<file path="src/rtl/fcpu_cram_rd_arbiter_pkg.sv">
// Shared types and constants for the code-RAM read-port arbiter.
package fcpu_cram_rd_arbiter_pkg;

  localparam int CRAM_ID_W   = 4;
  localparam int CRAM_DATA_W = 32;

  typedef enum logic [1:0] {
    ARB_IDLE,
    ARB_ADDR,
    ARB_DATA
  } arb_state_t;

  // Two-way round-robin pick: 0 selects m0, 1 selects m1.
  // On contention the master that was not served last wins.
  function automatic logic rr_pick(input logic req0, input logic req1, input logic last);
    return (req0 && req1) ? ~last : req1;
  endfunction

endpackage

</file>
<file path="src/rtl/fcpu_cram_rd_arbiter_if.sv">
// AXI4 read address/data channel bundle used on both sides of the arbiter.
interface fcpu_cram_rd_arbiter_if
  import fcpu_cram_rd_arbiter_pkg::*;
#(
  parameter int ID_W   = CRAM_ID_W,
  parameter int ADDR_W = 32,
  parameter int DATA_W = CRAM_DATA_W
) ();

  logic [ID_W-1:0]   arid;
  logic [ADDR_W-1:0] araddr;
  logic [7:0]        arlen;
  logic [2:0]        arsize;
  logic [1:0]        arburst;
  logic              arlock;
  logic [3:0]        arcache;
  logic [2:0]        arprot;
  logic [3:0]        arqos;
  logic              arvalid;
  logic              arready;

  logic [ID_W-1:0]   rid;
  logic [DATA_W-1:0] rdata;
  logic [1:0]        rresp;
  logic              rlast;
  logic              rvalid;
  logic              rready;

  modport master (
    output arid, araddr, arlen, arsize, arburst, arlock, arcache, arprot, arqos, arvalid,
    input  arready,
    input  rid, rdata, rresp, rlast, rvalid,
    output rready
  );

  modport slave (
    input  arid, araddr, arlen, arsize, arburst, arlock, arcache, arprot, arqos, arvalid,
    output arready,
    output rid, rdata, rresp, rlast, rvalid,
    input  rready
  );

endinterface

</file>
<file path="src/rtl/fcpu_cram_rd_arbiter.sv">
// Shares the single code-RAM AXI read port between instruction fetch (m0)
// and data load (m1). One whole burst is granted at a time, masters alternate
// under contention, and only one transaction is ever outstanding.
module fcpu_cram_rd_arbiter
  import fcpu_cram_rd_arbiter_pkg::*;
#(
  parameter int ID_W   = CRAM_ID_W,
  parameter int ADDR_W = 32,
  parameter int DATA_W = CRAM_DATA_W
) (
  input  logic              clk,
  input  logic              rst,
  fcpu_cram_rd_arbiter_if.slave  m0,
  fcpu_cram_rd_arbiter_if.slave  m1,
  fcpu_cram_rd_arbiter_if.master s
);

  arb_state_t state, next_state;
  logic       g, next_g;
  logic       lg, next_lg;

  logic [ID_W-1:0]   ar_id;
  logic [ADDR_W-1:0] ar_addr;
  logic [7:0]        ar_len;
  logic [2:0]        ar_size;
  logic [1:0]        ar_burst;
  logic              ar_valid;
  logic              r_ready;
  logic [ID_W-1:0]   r_id;
  logic [DATA_W-1:0] r_data;

  // The masters' lock/cache/prot/qos hints are not forwarded; the RAM ignores them.
  logic unused_ok;
  assign unused_ok = ^{m0.arlock, m0.arcache, m0.arprot, m0.arqos,
                       m1.arlock, m1.arcache, m1.arprot, m1.arqos};

  // State, grant and last-served registers; lg starts at m1 so m0 wins the first tie.
  always_ff @(posedge clk or posedge rst) begin
    if (rst) begin
      state <= ARB_IDLE;
      g     <= 1'b0;
      lg    <= 1'b1;
    end else begin
      state <= next_state;
      g     <= next_g;
      lg    <= next_lg;
    end
  end

  // Arbitrate only in idle, then walk the burst through address and data phases.
  always_comb begin
    next_state = state;
    next_g     = g;
    next_lg    = lg;
    case (state)
      ARB_IDLE: begin
        if (m0.arvalid || m1.arvalid) begin
          next_g     = rr_pick(m0.arvalid, m1.arvalid, lg);
          next_state = ARB_ADDR;
        end
      end
      ARB_ADDR: begin
        if (ar_valid && s.arready) begin
          next_state = ARB_DATA;
        end
      end
      ARB_DATA: begin
        if (s.rvalid && r_ready && s.rlast) begin
          next_lg    = g;
          next_state = ARB_IDLE;
        end
      end
      default: next_state = ARB_IDLE;
    endcase
  end

  // Address channel: the granted master's request is steered to the slave, valid only in ARB_ADDR.
  always_comb begin
    ar_id    = g ? m1.arid    : m0.arid;
    ar_addr  = g ? m1.araddr  : m0.araddr;
    ar_len   = g ? m1.arlen   : m0.arlen;
    ar_size  = g ? m1.arsize  : m0.arsize;
    ar_burst = g ? m1.arburst : m0.arburst;
    ar_valid = (state == ARB_ADDR) && (g ? m1.arvalid : m0.arvalid);
  end

  assign s.arid    = ar_id;
  assign s.araddr  = ar_addr;
  assign s.arlen   = ar_len;
  assign s.arsize  = ar_size;
  assign s.arburst = ar_burst;
  assign s.arvalid = ar_valid;
  assign s.arlock  = 1'b0;
  assign s.arcache = 4'd0;
  assign s.arprot  = 3'd0;
  assign s.arqos   = 4'd0;

  assign m0.arready = (state == ARB_ADDR) && !g && s.arready;
  assign m1.arready = (state == ARB_ADDR) &&  g && s.arready;

  // Data channel: payload fans out to both masters; only the granted one sees valid, and only its ready reaches the slave.
  always_comb begin
    r_id    = s.rid;
    r_data  = s.rdata;
    r_ready = (state == ARB_DATA) && (g ? m1.rready : m0.rready);
  end

  assign s.rready = r_ready;

  assign m0.rid    = r_id;
  assign m0.rdata  = r_data;
  assign m0.rresp  = s.rresp;
  assign m0.rlast  = s.rlast;
  assign m0.rvalid = (state == ARB_DATA) && !g && s.rvalid;

  assign m1.rid    = r_id;
  assign m1.rdata  = r_data;
  assign m1.rresp  = s.rresp;
  assign m1.rlast  = s.rlast;
  assign m1.rvalid = (state == ARB_DATA) &&  g && s.rvalid;

endmodule

</file>
<file path="src/flat_wrapper.sv">
// flat-port wrapper written by rule: the top's interface ports become plain ports
module fcpu_cram_rd_arbiter_flat import fcpu_cram_rd_arbiter_pkg::*;
#(
  parameter int ID_W   = CRAM_ID_W,
  parameter int ADDR_W = 32,
  parameter int DATA_W = CRAM_DATA_W
)
  (clk, rst, m0_arid, m0_araddr, m0_arlen, m0_arsize, m0_arburst, m0_arlock, m0_arcache, m0_arprot, m0_arqos, m0_arvalid, m0_arready, m0_rid, m0_rdata, m0_rresp, m0_rlast, m0_rvalid, m0_rready, m1_arid, m1_araddr, m1_arlen, m1_arsize, m1_arburst, m1_arlock, m1_arcache, m1_arprot, m1_arqos, m1_arvalid, m1_arready, m1_rid, m1_rdata, m1_rresp, m1_rlast, m1_rvalid, m1_rready, s_arid, s_araddr, s_arlen, s_arsize, s_arburst, s_arlock, s_arcache, s_arprot, s_arqos, s_arvalid, s_arready, s_rid, s_rdata, s_rresp, s_rlast, s_rvalid, s_rready);
  fcpu_cram_rd_arbiter_if #(.ID_W(ID_W), .ADDR_W(ADDR_W), .DATA_W(DATA_W)) m0_i ();
  fcpu_cram_rd_arbiter_if #(.ID_W(ID_W), .ADDR_W(ADDR_W), .DATA_W(DATA_W)) m1_i ();
  fcpu_cram_rd_arbiter_if #(.ID_W(ID_W), .ADDR_W(ADDR_W), .DATA_W(DATA_W)) s_i ();
  input  logic clk;
  input  logic rst;
  input wire logic [$bits(m0_i.arid)-1:0] m0_arid;
  input wire logic [$bits(m0_i.araddr)-1:0] m0_araddr;
  input wire logic [$bits(m0_i.arlen)-1:0] m0_arlen;
  input wire logic [$bits(m0_i.arsize)-1:0] m0_arsize;
  input wire logic [$bits(m0_i.arburst)-1:0] m0_arburst;
  input wire logic [$bits(m0_i.arlock)-1:0] m0_arlock;
  input wire logic [$bits(m0_i.arcache)-1:0] m0_arcache;
  input wire logic [$bits(m0_i.arprot)-1:0] m0_arprot;
  input wire logic [$bits(m0_i.arqos)-1:0] m0_arqos;
  input wire logic [$bits(m0_i.arvalid)-1:0] m0_arvalid;
  output wire logic [$bits(m0_i.arready)-1:0] m0_arready;
  output wire logic [$bits(m0_i.rid)-1:0] m0_rid;
  output wire logic [$bits(m0_i.rdata)-1:0] m0_rdata;
  output wire logic [$bits(m0_i.rresp)-1:0] m0_rresp;
  output wire logic [$bits(m0_i.rlast)-1:0] m0_rlast;
  output wire logic [$bits(m0_i.rvalid)-1:0] m0_rvalid;
  input wire logic [$bits(m0_i.rready)-1:0] m0_rready;
  input wire logic [$bits(m1_i.arid)-1:0] m1_arid;
  input wire logic [$bits(m1_i.araddr)-1:0] m1_araddr;
  input wire logic [$bits(m1_i.arlen)-1:0] m1_arlen;
  input wire logic [$bits(m1_i.arsize)-1:0] m1_arsize;
  input wire logic [$bits(m1_i.arburst)-1:0] m1_arburst;
  input wire logic [$bits(m1_i.arlock)-1:0] m1_arlock;
  input wire logic [$bits(m1_i.arcache)-1:0] m1_arcache;
  input wire logic [$bits(m1_i.arprot)-1:0] m1_arprot;
  input wire logic [$bits(m1_i.arqos)-1:0] m1_arqos;
  input wire logic [$bits(m1_i.arvalid)-1:0] m1_arvalid;
  output wire logic [$bits(m1_i.arready)-1:0] m1_arready;
  output wire logic [$bits(m1_i.rid)-1:0] m1_rid;
  output wire logic [$bits(m1_i.rdata)-1:0] m1_rdata;
  output wire logic [$bits(m1_i.rresp)-1:0] m1_rresp;
  output wire logic [$bits(m1_i.rlast)-1:0] m1_rlast;
  output wire logic [$bits(m1_i.rvalid)-1:0] m1_rvalid;
  input wire logic [$bits(m1_i.rready)-1:0] m1_rready;
  output wire logic [$bits(s_i.arid)-1:0] s_arid;
  output wire logic [$bits(s_i.araddr)-1:0] s_araddr;
  output wire logic [$bits(s_i.arlen)-1:0] s_arlen;
  output wire logic [$bits(s_i.arsize)-1:0] s_arsize;
  output wire logic [$bits(s_i.arburst)-1:0] s_arburst;
  output wire logic [$bits(s_i.arlock)-1:0] s_arlock;
  output wire logic [$bits(s_i.arcache)-1:0] s_arcache;
  output wire logic [$bits(s_i.arprot)-1:0] s_arprot;
  output wire logic [$bits(s_i.arqos)-1:0] s_arqos;
  output wire logic [$bits(s_i.arvalid)-1:0] s_arvalid;
  input wire logic [$bits(s_i.arready)-1:0] s_arready;
  input wire logic [$bits(s_i.rid)-1:0] s_rid;
  input wire logic [$bits(s_i.rdata)-1:0] s_rdata;
  input wire logic [$bits(s_i.rresp)-1:0] s_rresp;
  input wire logic [$bits(s_i.rlast)-1:0] s_rlast;
  input wire logic [$bits(s_i.rvalid)-1:0] s_rvalid;
  output wire logic [$bits(s_i.rready)-1:0] s_rready;
  assign m0_i.arid = m0_arid;
  assign m0_i.araddr = m0_araddr;
  assign m0_i.arlen = m0_arlen;
  assign m0_i.arsize = m0_arsize;
  assign m0_i.arburst = m0_arburst;
  assign m0_i.arlock = m0_arlock;
  assign m0_i.arcache = m0_arcache;
  assign m0_i.arprot = m0_arprot;
  assign m0_i.arqos = m0_arqos;
  assign m0_i.arvalid = m0_arvalid;
  assign m0_arready = m0_i.arready;
  assign m0_rid = m0_i.rid;
  assign m0_rdata = m0_i.rdata;
  assign m0_rresp = m0_i.rresp;
  assign m0_rlast = m0_i.rlast;
  assign m0_rvalid = m0_i.rvalid;
  assign m0_i.rready = m0_rready;
  assign m1_i.arid = m1_arid;
  assign m1_i.araddr = m1_araddr;
  assign m1_i.arlen = m1_arlen;
  assign m1_i.arsize = m1_arsize;
  assign m1_i.arburst = m1_arburst;
  assign m1_i.arlock = m1_arlock;
  assign m1_i.arcache = m1_arcache;
  assign m1_i.arprot = m1_arprot;
  assign m1_i.arqos = m1_arqos;
  assign m1_i.arvalid = m1_arvalid;
  assign m1_arready = m1_i.arready;
  assign m1_rid = m1_i.rid;
  assign m1_rdata = m1_i.rdata;
  assign m1_rresp = m1_i.rresp;
  assign m1_rlast = m1_i.rlast;
  assign m1_rvalid = m1_i.rvalid;
  assign m1_i.rready = m1_rready;
  assign s_arid = s_i.arid;
  assign s_araddr = s_i.araddr;
  assign s_arlen = s_i.arlen;
  assign s_arsize = s_i.arsize;
  assign s_arburst = s_i.arburst;
  assign s_arlock = s_i.arlock;
  assign s_arcache = s_i.arcache;
  assign s_arprot = s_i.arprot;
  assign s_arqos = s_i.arqos;
  assign s_arvalid = s_i.arvalid;
  assign s_i.arready = s_arready;
  assign s_i.rid = s_rid;
  assign s_i.rdata = s_rdata;
  assign s_i.rresp = s_rresp;
  assign s_i.rlast = s_rlast;
  assign s_i.rvalid = s_rvalid;
  assign s_rready = s_i.rready;
  fcpu_cram_rd_arbiter #(.ID_W(ID_W), .ADDR_W(ADDR_W), .DATA_W(DATA_W)) u_core (.clk(clk), .rst(rst), .m0(m0_i), .m1(m1_i), .s(s_i));
endmodule
</file>
<file path="config.mk">
export PLATFORM = sky130hd
export DESIGN_NAME = fcpu_cram_rd_arbiter_flat
export DESIGN_NICKNAME = d
export VERILOG_FILES = /design/src/rtl/fcpu_cram_rd_arbiter_pkg.sv /design/src/rtl/fcpu_cram_rd_arbiter_if.sv /design/src/rtl/fcpu_cram_rd_arbiter.sv /design/src/flat_wrapper.sv
export SDC_FILE = /design/constraint.sdc
export NUM_CORES = 1
export LEC_CHECK = 0
export ABC_AREA = 1
export ABC_CLOCK_PERIOD_IN_PS = 1200
export CORE_AREA = 2 2 120 122
export CTS_BUF_LIST = sky130_fd_sc_hd__clkbuf_8
export CTS_CLUSTER_SIZE = 25
export DETAILED_ROUTE_END_ITERATION = 16
export DIE_AREA = 0 0 122 124
export PLACE_DENSITY = 0.57
export RECOVER_POWER = 100
export SYNTH_ARGS = -nofsm -noshare
export SYNTH_HDL_FRONTEND = slang
export SYNTH_SLANG_ARGS = --single-unit
</file>
<file path="constraint.sdc">
create_clock -name clk -period 1.2 [get_ports clk]
set_input_delay 0.12 -clock clk [delete_from_list [all_inputs] [get_ports clk]]
set_output_delay 0.12 -clock clk [all_outputs]
set_load 0.1 [all_outputs]
</file>
==> results of run 1 <==
-- worst paths after layout --
check                                  from              end  slack, ns
worst max-delay path               u_core.g      s_araddr[4]      -0.26
worst min-delay path                    rst  u_core.state[1]       0.22
worst max register to register     u_core.g  u_core.state[0]       0.03
worst min register to register    u_core.lg        u_core.lg       0.48
max in group asynchronous               rst        u_core.lg       0.74
min in group clk                s_rdata[27]     m0_rdata[27]       0.24
-- cell families after synthesis --
logic type / after synthesis
and+or+nand+nor: 174
buffers and inverters: 109
DFF: 4
AOI/OAI and AO/OA: 3
other: 1
-- layer usage --
layer / global-route usage / vias up / wire [um]
met2: 0.168 / 80 / 4080
met1: 0.0874 / 915 / 2380
met5: 0 / - / 0
met3: 0.0288 / 31 / 654
li1: - / 965 / -
met4: 0.0366 / 0 / 210
-- state kept, by name, indices dropped and copies added (netlist names) --
name          flops
u_core.g          1
u_core.lg         1
u_core.state      2
-- layout by cell type (no fill, tap or decap), drive strengths merged --
cell type,count
nand2,164
nand3,3
dfstp,1
nand4,1
clkbuf,6
nor3,4
dfrtp,3
conb,12
clkdlybuf4s50,105
inv,9
dlygate4sd3,1
a21oi,2
buf,76
nor2,2
o21ai,1
-- cell type report --
type,count,share of cell area
repair buffers,185,0.587
multi-input cells,189,0.315
well taps,180,0.0538
flip-flops and latches,4,0.0248
clock buffers,3,0.00987
inverters,8,0.00837
clock inverters,1,0.000897
-- cell usage after synthesis (all sizes together) --
| cell type | number |
|---|---|
| nor3 | 4 |
| o21ai | 1 |
| nor2 | 2 |
| buf | 101 |
| dfrtp | 3 |
| a21oi | 2 |
| nand3 | 3 |
| dfstp | 1 |
| nand2 | 164 |
| nand4 | 1 |
| conb | 1 |
| inv | 8 |
-- repair_timing --
action                     in CTS  in global routing
setup endpoints to repair      58                 57
gates resized for setup        25                 25
pin swaps                       3                  2
setup buffers                   4                  1
gates cloned                    0                  2
-- report_power, final --
part	switching (uW)	internal, uW	leakage (uW)	total (uW)
clock	73.0	218	0.0000269	291
combinational	8740	4790	0.00181	13500
sequential	76.3	211	0.0000448	287
-- critical path: stages, from the launching register on --
cell and delay (ns):
dfrtp_2 0.43, inv_4 0.09, buf_12 0.14, clkbuf_16 0.16
nand2_4 0.05, nand2_4 0.08, buf_12 0.17
-- through the flow --
step,setup TNS (ns),total power (uW)
floorplan,-1.53,9850
global placement,-2.98,13100
detailed placement,-3.45,13200
CTS,-13.51,13800
global route,-16.52,14700
finish,-12.32,14100
==> results.txt, run 1 <==
* Compound-Gate Fraction of Synth Area: 0.00935
- Routed WL per cell: 12.8 um
* Xor and xnor area share after synthesis: 0
- Number of buffers inserted for hold repair after clock tree synthesis: 0
- The longest clock path from root to sink contains 2 buffers.
* Failing checks: negative setup slack
- The synthesized design contains 4 register bits.
* Count of nets left with antenna violations after detail routing: 0
* Mean number of vias per cell: 3.49
- After the first detailed-routing iteration, the DRC count stood at 27.
* Count of unique library cells instantiated by Yosys: 20
- The pre-antenna-repair detailed-routing pass consisted of 4 iterations.
* Std-Cell Core Area: 13700 um^2
- Worst Hold Margin: 0.224 ns
- After detailed routing, the number of remaining DRC violations is 0.
- Data on the critical path is required at its endpoint by 1.08 ns.
* Worst slack after detailed placement: -0.125 ns
- At the worst endpoint, the arrival time is 1.34 ns.
* Global-route wire length before repair: 10600 um
- Power per standard cell area: 3370 nW/um^2
- The routed design could run at a clock period as short as 1.46 ns.
* Final cell utilization of the core: 0.305
- Yosys synthesis warning count: 0
* Max-cap violation count: 0
- Detailed placement ended at an HPWL of 6170 um.
- Top area cells in the synthesized netlist: buf_4 43%, nand2_1 38%, dfrtp_1 4.7%
- Path type of the worst min-delay path: in -> async
- Clock tree synthesis inserted a total of 3 buffers.
* Routability congestion estimate from global placement: 0.654
* Post-CTS clock slew at the launch and capture registers of the worst setup and hold paths: 0.04 ns
- Area share of and/or/nand/nor cells after synthesis: 0.433
- Register area share after synthesis: 0.0631
- The die is 122 um wide.
- 314 I/O pins were placed.
- Setup violations, final: 55
- Initial standard-cell utilization of the core: 0.117
* Static leakage: 0.00188 uW
- For the worst-skew pair, the clock arrives at the later sink with an insertion delay of 0.22 ns.
- Once layout is done, the placed cells without fillers occupy 4190 um^2.
- Crit path setup slack, layout: -0.264 ns
- The flow ran to the end, but the final reports show violations.
- Post-route insts no fill: 570
- Largest net degree at the start of global routing: 25
- Number of antenna diodes: 0
- Of all nets on the critical path, the largest fanout is 6.
* Vias: 1991
* Total length of routed wires: 7320 um
- Fillcell total: 1438
- In this run the clock root is driven by a clkbuf_8.
- Timing would allow up to 683 MHz.
- Post-synth top area share: 0.430
- Final period utilization: 1.22
* Logic depth of the worst register-to-register path: 6
- Post-synth top area cell: buf_4
* Global-route usage over all layers: 0.0880
* Hold Fails Final Rpt: 0
- The worst setup path is captured at an output port.
- In the final layout, the multi-input gates occupy 1320 um^2.
* Mean area per synthesized cell: 5.52 um^2
* Initial antenna violation count: 0
* Count of clock tree sinks: 4
- Combinational family with the most area after synthesis: buffers and inverters
- STA classifies the critical path startpoint as a register.
- Worst Setup Path Type: reg -> out
- Proportion of layout cells with a drive suffix above 1: 0.467
* Instance count of the mapped netlist: 291
- TritonCTS built the clock tree.
- Once placement finished, the instance area stood at 3900 um^2.
- The count of buffers added on input and output ports is 163.
- Summing all flip-flop and latch instances after layout gives 104 um^2.
* Max VDD drop: 824 uV
* Final #Nets: 560
* RSZ-0062 raised after global routing: true
- Die area: 15100 um^2
- Count of pins over their slew limit: 0
- In this run, placement finished with an instance count of 559.
- Remaining Overflow, GRT: 0
- In this run the core area contains 43 standard-cell rows.
- Relative area change from synthesis to final layout: 161%
* Post-Synth Adder-Cell Area: 0
- The die is 124 um tall.
- Measured against the total synthesized area, the mux share comes to 0.
- For the final database, setup skew stands at 0.00544 ns.
- The via count of the first global-routing pass is 2130.
- Maximum level of the CTS H-tree: 1
- Synth Cell Area: 1610 um^2
No activity file was read; power rests on OpenSTA's default activity.
==> run 2, diff against run 1 <==
--- a/config.mk
+++ b/config.mk
@@ -12,6 +12,7 @@
 export CTS_CLUSTER_SIZE = 25
 export DETAILED_ROUTE_END_ITERATION = 16
 export DIE_AREA = 0 0 122 124
+export MAX_ROUTING_LAYER = met4
 export PLACE_DENSITY = 0.57
 export RECOVER_POWER = 100
 export SYNTH_ARGS = -nofsm -noshare
==> results.txt, run 2 (synthesis results as in run 1) <==
- The total die area is 15100 um^2 (unchanged).
* Post-route insts no fill: 570 (unchanged)
- Worst Setup Path Type: reg -> out (unchanged)
- The kind of start point of the critical path was a register (unchanged).
- Initial standard-cell utilization of the core: 0.117 (unchanged)
- The shortest period the worst path allows is 1.46 ns (about the same).
- The part of the cycle the worst path needs is 1.22 (about the same).
- Remaining Overflow, GRT: 0 (unchanged)
- The max-capacitance violation count is 0 (unchanged).
- The first-pass GRT wire length was 10600 um (about the same).
* Max VDD drop: 824 uV (about the same)
- Cell with the largest stage delay on the worst path: dfrtp_2 (unchanged)
- Total length of routed wires: 7330 um (was 7320 um)
- The largest stage delay on the critical path came to 0.43 ns (about the same).
* Count of nets left with antenna violations after detail routing: 0 (unchanged)
* Critical R2R Launch: u_core.g (unchanged)
- Series of cell instances along the critical path: inv_4, buf_12, clkbuf_16, nand2_4, nand2_4, buf_12 (unchanged).
- The maximum clock frequency was 683 MHz (about the same).
- Proportion of layout cells with a drive suffix above 1: 0.467 (unchanged)
* Top library cells by usage in the layout, fill and taps aside: 105 x clkdlybuf4s50_1, 79 x nand2_1, 60 x buf_12 (unchanged)
- The count of antenna diodes in the layout is 0 (unchanged).
- The core outline area is 13700 um^2 (unchanged).
- The kind of cell adding the most delay to the critical path is buffers and inverters (unchanged).
- The internal reg-to-reg setup slack was 0.03 ns (about the same).
- The iteration count of the initial detailed-routing pass was 4 (unchanged).
- The TritonCTS buffer count came to 3 (unchanged).
* CP Buf/Inv Count: 4 (unchanged)
- Power per standard cell area: 3370 nW/um^2 (about the same)
* Vias: 1991 (unchanged)
* Logic depth of the worst register-to-register path: 6 (unchanged)
- Status: finished with violations (unchanged).
- The number of hold violations in the final report is 0 (unchanged).
* Routability congestion estimate from global placement: 0.659 (was 0.654)
- Relative area change from synthesis to final layout: 161% (unchanged)
- The number of placed instances with taps included was 559 (unchanged).
* Maximum level of the CTS H-tree: 1 (unchanged)
* Most flop-heavy register: u_core.state (unchanged)
- Die height: 124 um (unchanged)
* Clk Latency, worst-skew pair: 0.22 ns (about the same)
- The most common library cell in the layout ignoring fill and taps was clkdlybuf4s50_1 (unchanged).
- The worst-path maximum fanout is 6 (unchanged).
* Mean number of vias per cell: 3.49 (unchanged)
- The number of pins exceeding their max-slew limit in the final report is 0 (unchanged).
- The count of hold-fix buffers inserted at cts is 0 (unchanged).
* Final cell utilization of the core: 0.305 (unchanged)
- The total leakage power is 0.00188 uW (unchanged).
- Detailed placement HPWL: 6170 um (unchanged)
- Worst Clk Skew: 0.00561 ns (was 0.00544 ns)
- The type of the worst min-delay path is in -> async (unchanged).
- The endpoint required time on the critical path was 1.08 ns (about the same).
- Largest net degree at the start of global routing: 25 (unchanged)
- Leading registers by flop count: u_core.state: 2 flops, u_core.g: 1 flops, u_core.lg: 1 flops (unchanged).
- Post-CTS clock slew at the launch and capture registers of the worst setup and hold paths: 0.04 ns (about the same)
- The per-cell routed wire length came to 12.9 um (was 12.8 um).
* First-iteration detailed-routing DRC count: 20 (was 27)
- Crit path setup slack, layout: -0.264 ns (about the same)
* Failing checks: negative setup slack (unchanged)
- RSZ-0062 raised after global routing: true (unchanged)
* Worst Hold Margin: 0.223 ns (was 0.224 ns)
- Clock buffer depth: 2 (unchanged)
- The kind of end point of the critical path is an output port (unchanged).
- Setup violations, final: 55 (unchanged)
- Port bufs: 163 (unchanged)
- The number of design rule violations left after detail routing is 0 (unchanged).
* Clock root buffer master: clkbuf_8 (unchanged)
* Crit path from: u_core.g (unchanged)
- Global-route usage over all layers: 0.0903 (was 0.0880)
- The setup TNS is -12.32 ns (about the same).
- Capture point of the worst reg-to-reg path: u_core.state[0] (unchanged)
- I/O pin cnt: 314 (unchanged)
* CP arrival: 1.34 ns (about the same)
* Number of flip-flops in the largest register: 2 (unchanged)
- Worst slack after detailed placement: -0.125 ns (unchanged)
* Chip Width: 122 um (unchanged)
* Number of global-route vias before repair: 2135 (was 2130)
- Count of clock tree sinks: 4 (unchanged)
- The number of antenna violations at the first check in global routing is 0 (unchanged).
* Final #Nets: 560 (unchanged)
- Standard-cell row count: 43 (unchanged)
* Clock tree from TritonCTS: yes (unchanged)
run 2: cell counts in the layout (fill, tap and decap cells not counted):
No cell type changed its count.
run 2: area by class of cell:
| type | count | area, um^2 |
|---|---|---|
| Multi-Input combinational cell | 189 | 1320 |
| Inverter | 8 | 35.0 |
| Clock inverter | 1 | 3.75 |
| Sequential cell | 4 | 104 |
| Timing Repair Buffer | 185 | 2460 |
| Tap cell | 180 | 225 |
| Fill cell | 1438 | 9530 |
| Clock buffer | 3 | 41.3 |
run 2: per-stage QoR:
stage	area, um^2	power, uW
global placement	3900	13100
CTS	4060	13800
floorplan	2090	9850
global route	4190	14700
detailed placement	3900	13200
finish	4190	14100
run 2: worst max-delay path by stage:
stage | end | slack, ns | cells past startpoint
CTS | s_araddr[2] | -0.28 | 6
floorplan | m0_rvalid | -0.34 | 3
finish | s_araddr[4] | -0.26 | 6
global route | s_araddr[3] | -0.33 | 6
detailed placement | s_araddr[16] | -0.13 | 6
global placement | s_araddr[12] | -0.12 | 6
run 2: repair_timing:
action	CTS	global route
buffers inserted	4	1
resized for setup	25	25
setup endpoints to repair	58	57
gates cloned	0	2
pin swaps	3	2
run 2: worst register-to-register path, cell delays in order (launching register included):
cell and delay, ns:
dfrtp_2 0.40, buf_6 0.24, nand2_2 0.11, nand2_1 0.09, nand3_2 0.08, nand2_1 0.07
nand2_1 0.05
run 2: power by group:
group / switching [uW] / total, uW / internal, uW
clock network: 72.7 / 291 / 218
registers: 76.0 / 287 / 211
logic: 8740 / 13500 / 4790
total: 8890 / 14100 / 5220
run 2: per-layer routing:
layer | GRT usage | share of wire
met5 | - | 0
met4 | 0.0366 | 0.029
met3 | 0.0275 | 0.089
met2 | 0.168 | 0.56
met1 | 0.0876 | 0.33
